--- config.mk ---
export PLATFORM = sky130hd
export DESIGN_NAME = hazard_interlock_ctrl
export DESIGN_NICKNAME = d
export VERILOG_FILES = /design/src/rtl/hazard_interlock_ctrl.sv
export SDC_FILE = /design/constraint.sdc
export NUM_CORES = 1
export LEC_CHECK = 0
export CAP_MARGIN = 20
export CORE_MARGIN = 4
export CORE_UTILIZATION = 39
export DETAILED_ROUTE_END_ITERATION = 12
export PLACE_DENSITY = 0.83
export SETUP_SLACK_MARGIN = 0.15
export SKIP_LAST_GASP = 1
export SYNTH_ARGS = -nofsm -noshare
export SYNTH_HDL_FRONTEND = slang
export SYNTH_SLANG_ARGS = --single-unit
--- constraint.sdc ---
create_clock -name clk -period 1.94 [get_ports clk]
set_clock_uncertainty 0.2 [all_clocks]
set_input_delay 0.194 -clock clk [delete_from_list [all_inputs] [get_ports clk]]
set_output_delay 0.194 -clock clk [all_outputs]
set_load 0.05 [all_outputs]
--- src/rtl/hazard_interlock_ctrl.sv ---
// hazard_interlock_ctrl
//   Pipeline sequencing controller for the 5-stage DLX core, sitting beside ID.
//   Detects load-use and (without forwarding) RAW hazards against EX/MEM, handles
//   taken-branch squashes, and freezes the front end while a multiply occupies EX.
//   Optional feature macro: HAZARD_FWD_EN (registered forward selects, only
//   load-use stalls). Undefined: fwd_a/fwd_b stay 00 and any EX/MEM RAW stalls.
// Parameters
//   MUL_CYCLES  cycles a multiply occupies EX (1..15)
//   CNT_W       width of the saturating stall-cycle counter
// Ports
//   clk, reset                      clock, async active-high reset
//   id_*                            ID-stage instruction info
//   ex_*, mem_*                     in-flight EX/MEM destination info
//   ex_taken                        branch/jump resolved taken in EX
//   pc_write, ifid_write, idex_write, idex_bubble, flush_ifid, exmem_bubble,
//   mul_busy                        pipeline control, decided from state + inputs
//   fwd_a, fwd_b                    registered forward selects for instr in EX
//   stall_cycles                    saturating count of cycles with pc_write=0
module hazard_interlock_ctrl #(
  parameter int unsigned MUL_CYCLES = 4,
  parameter int unsigned CNT_W      = 16
) (
  input  logic             clk,
  input  logic             reset,
  input  logic             id_valid,
  input  logic [4:0]       id_rs1,
  input  logic [4:0]       id_rs2,
  input  logic             id_use_rs1,
  input  logic             id_use_rs2,
  input  logic             id_mul,
  input  logic             ex_valid,
  input  logic             ex_regwrite,
  input  logic             ex_memtoreg,
  input  logic [4:0]       ex_rd,
  input  logic             mem_valid,
  input  logic             mem_regwrite,
  input  logic [4:0]       mem_rd,
  input  logic             ex_taken,
  output logic             pc_write,
  output logic             ifid_write,
  output logic             idex_write,
  output logic             idex_bubble,
  output logic             flush_ifid,
  output logic             exmem_bubble,
  output logic             mul_busy,
  output logic [1:0]       fwd_a,
  output logic [1:0]       fwd_b,
  output logic [CNT_W-1:0] stall_cycles
);

  localparam int unsigned MC_W = 4;

  typedef enum logic {RUN, MUL_BUSY} state_t;

  state_t          state;
  logic [MC_W-1:0] mul_cnt;
  logic            issue;
  logic            load_use;
  logic            raw_stall;
  logic [1:0]      fwd_a_nxt;
  logic [1:0]      fwd_b_nxt;

  // ID reads register r (R0 never hazards)
  function automatic logic match(input logic [4:0] r, input logic [4:0] rs1,
                                 input logic [4:0] rs2, input logic u1,
                                 input logic u2);
    return (r != 5'd0) && ((u1 && rs1 == r) || (u2 && rs2 == r));
  endfunction

  // Forward select for one source: EX/MEM result wins over MEM/WB
  function automatic logic [1:0] fwd_sel(input logic [4:0] rs);
    logic [1:0] sel;
    sel = 2'b00;
    if (ex_valid && ex_regwrite && ex_rd != 5'd0 && rs == ex_rd)
      sel = 2'b01;
    else if (mem_valid && mem_regwrite && mem_rd != 5'd0 && rs == mem_rd)
      sel = 2'b10;
    return sel;
  endfunction

  always_comb begin
    load_use = id_valid && ex_valid && ex_memtoreg &&
               match(ex_rd, id_rs1, id_rs2, id_use_rs1, id_use_rs2);
`ifdef HAZARD_FWD_EN
    raw_stall = 1'b0;
    fwd_a_nxt = fwd_sel(id_rs1);
    fwd_b_nxt = fwd_sel(id_rs2);
`else
    raw_stall = id_valid &&
      ((ex_valid && ex_regwrite && match(ex_rd, id_rs1, id_rs2, id_use_rs1, id_use_rs2)) ||
       (mem_valid && mem_regwrite && match(mem_rd, id_rs1, id_rs2, id_use_rs1, id_use_rs2)));
    fwd_a_nxt = 2'b00;
    fwd_b_nxt = 2'b00;
`endif
  end

  // Priority decision; reset forces the free-running defaults
  always_comb begin
    pc_write     = 1'b1;
    ifid_write   = 1'b1;
    idex_write   = 1'b1;
    idex_bubble  = 1'b0;
    flush_ifid   = 1'b0;
    exmem_bubble = 1'b0;
    mul_busy     = 1'b0;
    issue        = 1'b0;
    if (!reset) begin
      if (state == MUL_BUSY) begin
        pc_write     = 1'b0;
        ifid_write   = 1'b0;
        idex_write   = 1'b0;
        exmem_bubble = 1'b1;
        mul_busy     = 1'b1;
      end else if (ex_taken) begin
        flush_ifid  = 1'b1;
        idex_bubble = 1'b1;
      end else if (load_use || raw_stall) begin
        pc_write    = 1'b0;
        ifid_write  = 1'b0;
        idex_bubble = 1'b1;
      end else begin
        issue = 1'b1;
      end
    end
  end

  // State, multiply counter, forward selects and stall counter
  always_ff @(posedge clk or posedge reset) begin
    if (reset) begin
      state        <= RUN;
      mul_cnt      <= '0;
      fwd_a        <= 2'b00;
      fwd_b        <= 2'b00;
      stall_cycles <= '0;
    end else begin
      if (state == MUL_BUSY) begin
        mul_cnt <= mul_cnt - MC_W'(1);
        if (mul_cnt == MC_W'(1)) state <= RUN;
      end else if (issue && id_valid && id_mul && MUL_CYCLES > 1) begin
        mul_cnt <= MC_W'(MUL_CYCLES - 1);
        state   <= MUL_BUSY;
      end

      if (idex_bubble) begin
        fwd_a <= 2'b00;
        fwd_b <= 2'b00;
      end else if (issue) begin
        fwd_a <= fwd_a_nxt;
        fwd_b <= fwd_b_nxt;
      end

      if (!pc_write && stall_cycles != '1)
        stall_cycles <= stall_cycles + CNT_W'(1);
    end
  end

endmodule
==> out/qor.txt, run 1 <==
Status: complete, but fails checks
Failing checks: negative setup slack
Crit. End Element: primary output
YS warnings: 0
Synth async-reset ratio: 1.00
Area delta synth->final: 73.5%
Distinct cells, synth: 40
DRC: 0
Final setup viols: 11
Critical path peak fanout: 3
Top post-synthesis cells by area: dfrtp_1, xnor2_1, xor2_1
Root Driver: clkbuf_8
GRT Resource Usage Total: 0.180
Hold Path Class: reg2reg
Grt total ovfl: 0
Die ar.: 4890 µm²
Commonest non-fill, non-tap cell in the layout: buf_4
WL per Instance: 15.9 µm
Yosys top cell area share: 0.351
DR iter-0 viols: 71
Routed Antenna Nets: 0
Final nets: 284
Worst vdd ir: 803 µV
Post-synthesis sequential element count: 21
Antenna Cells: 0
Largest net degree at the start of global routing: 22
Gpl congestion: 0.881
Clock transition at the registers of the reported paths: 0.08 ns
Most frequent cells in the layout: buf_4, xnor2_1, dfrtp_1
Mean Syn Cell Area: 9.58 µm²
Core area: 3690 µm²
Post-Syn Area: 1500 µm²
Sequential cell area: 538 µm²
Worst path arrival time: 1.66 ns
P_leak: 0.00111 µW
DRT Wirelength: 4.71 mm
Die W: 69.9 µm
Share of cells above drive strength 1: 0.512
Post-synth EDFFs: 0
Post-place setup slack: -0.648 ns
CTS Buf Count: 3
CP required: 1.55 ns
Vias in the first global route: 1600
DR vias/cell: 5.23
Final Hold Fails: 0
Area of the multi-input gates: 1050 µm²
Port bufs: 54
Max-cap violation count: 0
Setup WS post-layout: -0.115 ns
CP Class: in2out
Final worst path period share: 1.06
Initial antenna violation count: 0
Crit start category: input pin
Primary FF master, synth: dfrtp_1
Filler cell count: 291
Slew Viols, Final: 0
Bufs on Longest Clock Path: 2
HPWL Detailed: 3.41 mm
Gate Count Post-Synth: 156
TritonCTS clock tree: done
H-tree levels: 1
TritonRoute pass-1 iters: 4
First-pass GRT wire length: 7.27 mm
# rows: 22
Routed vias: 1547
Initial Util: 0.405
Final Util: 0.703
Clock Sinks: 21
Latest clock arrival within the worst-skew pair: 0.26 ns
PwrDens: 876 nW/µm²
Die Y: 69.9 µm
Biggest area consumer among synthesized cells: dfrtp_1
I/O pins: 59
Unrepaired setup endpoints after global routing: true
Overall Power: 2270 µW
Post-layout min period: 2.05 ns
Max Fclk: 0.487 GHz
Sequential area share after synthesis: 0.351
critical path: stages:
cell	delay (ns)
buf_8	0.10
or4_4	0.53
o2111ai_4	0.24
buf_6	0.14
a21boi_4	0.05
buf_6	0.12
nor2_4	0.11
buf_8	0.16
synthesized netlist by cell type, drive strengths merged (4+ instances only):
library cell / number
nor3: 4
inv: 6
mux2: 4
xor2: 9
clkbuf: 4
nand3: 8
xnor2: 24
nand2: 8
o2111ai: 6
o21ai: 10
nor2: 8
dfrtp: 21
nand4: 5
buf: 7
layer usage:
layer,wire length [µm],vias to the layer above,GRT usage
li1,-,727,-
met1,1980,750,0.223
met2,2410,62,0.316
met3,258,8,0.0388
met4,64,0,0.0426
met5,0,-,0
final cells by class:
cell class,count,area share
multi-input cells,121,0.404
clock buffers,3,0.0159
repair buffers,96,0.339
inverters,6,0.00868
clock inverters,1,0.00193
well taps,48,0.0232
flip-flops and latches,21,0.207
through the flow:
step                      cells  area (µm²)  hold slack (ns)  setup TNS, ns
after floorplan             159        1580          -0.0302          -1.35
after global placement      283        2350            0.303         -12.29
after detailed placement    283        2350            0.325         -13.60
after CTS                   292        2480            0.275         -0.431
after global routing        296        2590            0.356          -1.90
final                       296        2590            0.325         -0.656
state kept, by name (all words and copies together), names as in the netlist:
name	count
stall_cycles	16
state	1
mul_cnt	4
timing repair:
item                                    in CTS  in global routing
hold buffers                                 0                  1
endpoints found under the hold margin        0                 21
pin swaps                                   23                  9
setup buffers                                5                  3
resized for setup                          110                 28
endpoints found under the setup margin      29                 23
report_power, final:
part           internal, µW  switching [µW]
registers               546            97.5
clock network           143             143
logic                   601             743
final timing paths:
kind / depth (start not counted) / from / slack, ns / to
worst max-delay path: 8 / mem_rd[4] / -0.11 / ifid_write
worst min register to register: 1 / mul_cnt[2] / 0.32 / mul_cnt[2]
worst min-delay path: 1 / mul_cnt[2] / 0.32 / mul_cnt[2]
max in group asynchronous: 5 / reset / 0.80 / stall_cycles[1]
worst max register to register: 7 / stall_cycles[9] / 0.01 / stall_cycles[4]
min in group asynchronous: 5 / reset / 0.51 / mul_cnt[3]
kinds of logic (layout without fill, tap and decap cells):
family	after synthesis	count (layout)	share of synthesized area
AND/OR/NAND/NOR	49	49	0.182
XOR/XNOR	33	33	0.193
AO/OA/AOI/OAI	27	27	0.146
flip-flops	21	21	0.351
buffers and inverters	17	106	0.0628
multiplexers	5	5	0.0368
adder cells (fa/ha/maj)	3	3	0.0251
other	1	4	0.00251
Note: power is estimated with default switching activity, not from simulation.
==> run 2: changes to the inputs <==
--- a/config.mk
+++ b/config.mk
@@ -5,9 +5,11 @@
 export SDC_FILE = /design/constraint.sdc
 export NUM_CORES = 1
 export LEC_CHECK = 0
+export ABC_CLOCK_PERIOD_IN_PS = 1940
 export CAP_MARGIN = 20
 export CORE_MARGIN = 4
 export CORE_UTILIZATION = 39
+export CTS_BUF_LIST = sky130_fd_sc_hd__clkbuf_8 sky130_fd_sc_hd__clkbuf_16
 export DETAILED_ROUTE_END_ITERATION = 12
 export PLACE_DENSITY = 0.83
 export SETUP_SLACK_MARGIN = 0.15
==> results of run 2 <==
No change in the layout: final DEF, timing and power equal those of run 1.
==> variant: new RTL, config.mk and constraints of run 1 <==
The parameter `CNT_W` goes from 16 to 20.
--- a/src/rtl/hazard_interlock_ctrl.sv
+++ b/src/rtl/hazard_interlock_ctrl.sv
@@ -19,5 +19,5 @@
 module hazard_interlock_ctrl #(
   parameter int unsigned MUL_CYCLES = 4,
-  parameter int unsigned CNT_W      = 16
+  parameter int unsigned CNT_W      = 20
 ) (
   input  logic             clk,
Interface: changed (resized stall_cycles); port bits go from 59 to 63. The function was not compared with the original's and may differ.
==> variant against run 1 <==
  * The run still ends with negative setup slack left
  * Sequential cell count up 4
  * First-iteration DRC count down 7.0%
  * Final area up 18%
  * Routed wire length up 37%
  * Setup slack worse by 140 ps
  * Total power up 27%
  * Count of clock-buffer cells in the layout unchanged
  * Global-route usage up 3.2 points
  * Area after synthesis up 12%
  * Critical path type is now in -> reg
  * Critical endpoint is now stall_cycles[12]
  * Largest cell class unchanged
  * Highest routed layer unchanged
==> variant: results (changes against run 1) <==
Outcome
  – Outcome: finished with violations (unchanged)
  – Failing checks: negative setup slack (unchanged)

Hold path
  – Hold Crit Class: in -> async (was reg -> reg)

Global route
  – Pin count of the biggest net entering global routing: 26 (was 22)
  – M2 GR Usage: 38.1% (was 31.6%)
  – Global-route wire length before repair: 8.80 mm (was 7.27 mm)
  – Met1 usage: 26.6% (was 22.3%)
  – Tot GR Track Use: 21.2% (was 18.0%)
  – GR Util met3: 3.42% (was 3.88%)

Place
  – GP Congestion: 0.800 (was 0.881)
  – Detailed Place HPWL: 3.90 mm (was 3.41 mm)
  – Cell count after placement: 313 (was 283)
  – PortBufs: 58 (was 54)

Setup path
  – Crit path DAT: 2220 ps (was 1660 ps)
  – Max Fanout on Critical Path: 5 (was 3)
  – CP peak stage delay: 390 ps (was 530 ps)
  – Slowest CP cell: or3_4 (was or4_4)

Clock tree
  – Worst-Skew Late Latency: 280 ps (was 260 ps)
  – Root Buffer: clkbuf_8 (unchanged)
  – Clock buffer depth: 2 (unchanged)

Detailed routing
  – Via density per instance: 5.46 (was 5.23)
  – Vias post-DR: 1797 (was 1547)
  – DRT iter0 DRCs: 66 (was 71)
  – Total wire length: 6.44 mm (was 4.71 mm)

Yosys
  – Sequential-to-total area share from yosys stat: 37.3% (was 35.1%)
  – Yosys cell types: 50 (was 40)
  – Synth top cells by count: dfrtp_1, xor2_1, nand2_1 (was xnor2_1, dfrtp_1, o21ai_0, xor2_1)
  – Top cells by area, synth: dfrtp_1, xor2_1, xnor2_1 (was dfrtp_1, xnor2_1, xor2_1)
  – Cells after Synth: 166 (was 156)

Cells and area
  – Regs by FF count: stall_cycles (20), mul_cnt (4), state (1) (was stall_cycles (16), mul_cnt (4), state (1))
  – Final #Nets: 315 (was 284)
  – Layout cells sized above 1: 59.1% (was 51.2%)
  – # fillers: 259 (was 291)

STA
  – Final setup fails: 22 (was 11)
  – Worst setup margin: -259 ps (was -115 ps)

Power
  – Worst vdd ir: 0.00128 V (was 0.000803 V)
  – Psw: 1320 uW (was 983 uW)
==> variant: metrics by stage <==
step                area, um2  total power [uW]  worst slack [ps]  TNS (ps)
finish                   3070              2880              -259     -2790
global route             3070              3010              -321     -4380
CTS                      2890              2640              -183     -1820
detailed placement       2660              2150              -738    -16170
floorplan                1760              1600              -356     -6380
global placement         2660              2120              -623    -14900
==> variant: layout make-up <==
| type | count | area share (%) |
|---|---|---|
| Clock inverter | 1 | 0.245 |
| Multi-Input combinational cell | 129 | 41.5 |
| Tap cell | 50 | 2.04 |
| Sequential cell | 25 | 20.7 |
| Timing Repair Buffer | 116 | 33.3 |
| Inverter | 5 | 0.856 |
| Clock buffer | 3 | 1.35 |
==> variant: worst paths after layout <==
kind                                 start          endpoint  slack (ps)
min reg2reg                     mul_cnt[3]        mul_cnt[3]         310
min in group clk                mul_cnt[3]        mul_cnt[3]         310
min                                  reset   stall_cycles[9]         110
max reg2reg                stall_cycles[5]   stall_cycles[7]         -60
max                              id_rs1[1]  stall_cycles[12]        -260
max in group asynchronous            reset   stall_cycles[8]        1170
==> variant: power by group through the flow <==
| stage | Sequential (uW) | Clock (uW) | Combinational [uW] |
|---|---|---|---|
| final | 727 | 326 | 1820 |
| after global routing | 737 | 360 | 1910 |
| after CTS | 715 | 326 | 1600 |
| after detailed placement | 725 | 0 | 1420 |
| after global placement | 716 | 0 | 1400 |
| after floorplan | 920 | 0 | 676 |
==> variant: repair_timing <==
action	4_1_cts	5_1_grt
pin swaps	19	38
setup endpoints to repair	31	28
buffers inserted	8	3
resized for setup	85	47
cloned	1	0
==> variant: cell families after synthesis <==
family	Yosys count	share of synthesized area, %
buffers and inverters	15	5.81
AND/OR/NAND/NOR	67	24.8
flip-flops	25	37.3
adder cells (fa/ha/maj)	3	2.24
other	1	0.223
XOR/XNOR	35	18.3
AO/OA/AOI/OAI	17	9.46
multiplexers	3	1.94
==> variant: metal layers <==
layer / share of wire, % / wire length [um]
met5: 0 / 0
met2: 54 / 3480
met4: 2.7 / 171
met1: 40 / 2540
met3: 3.7 / 235
==> variant: critical path: cells and delay by family <==
family	cells	cell delay, ps
buffers and inverters	6	900
XOR/XNOR	1	150
AO/OA/AOI/OAI	3	390
AND/OR/NAND/NOR	3	570
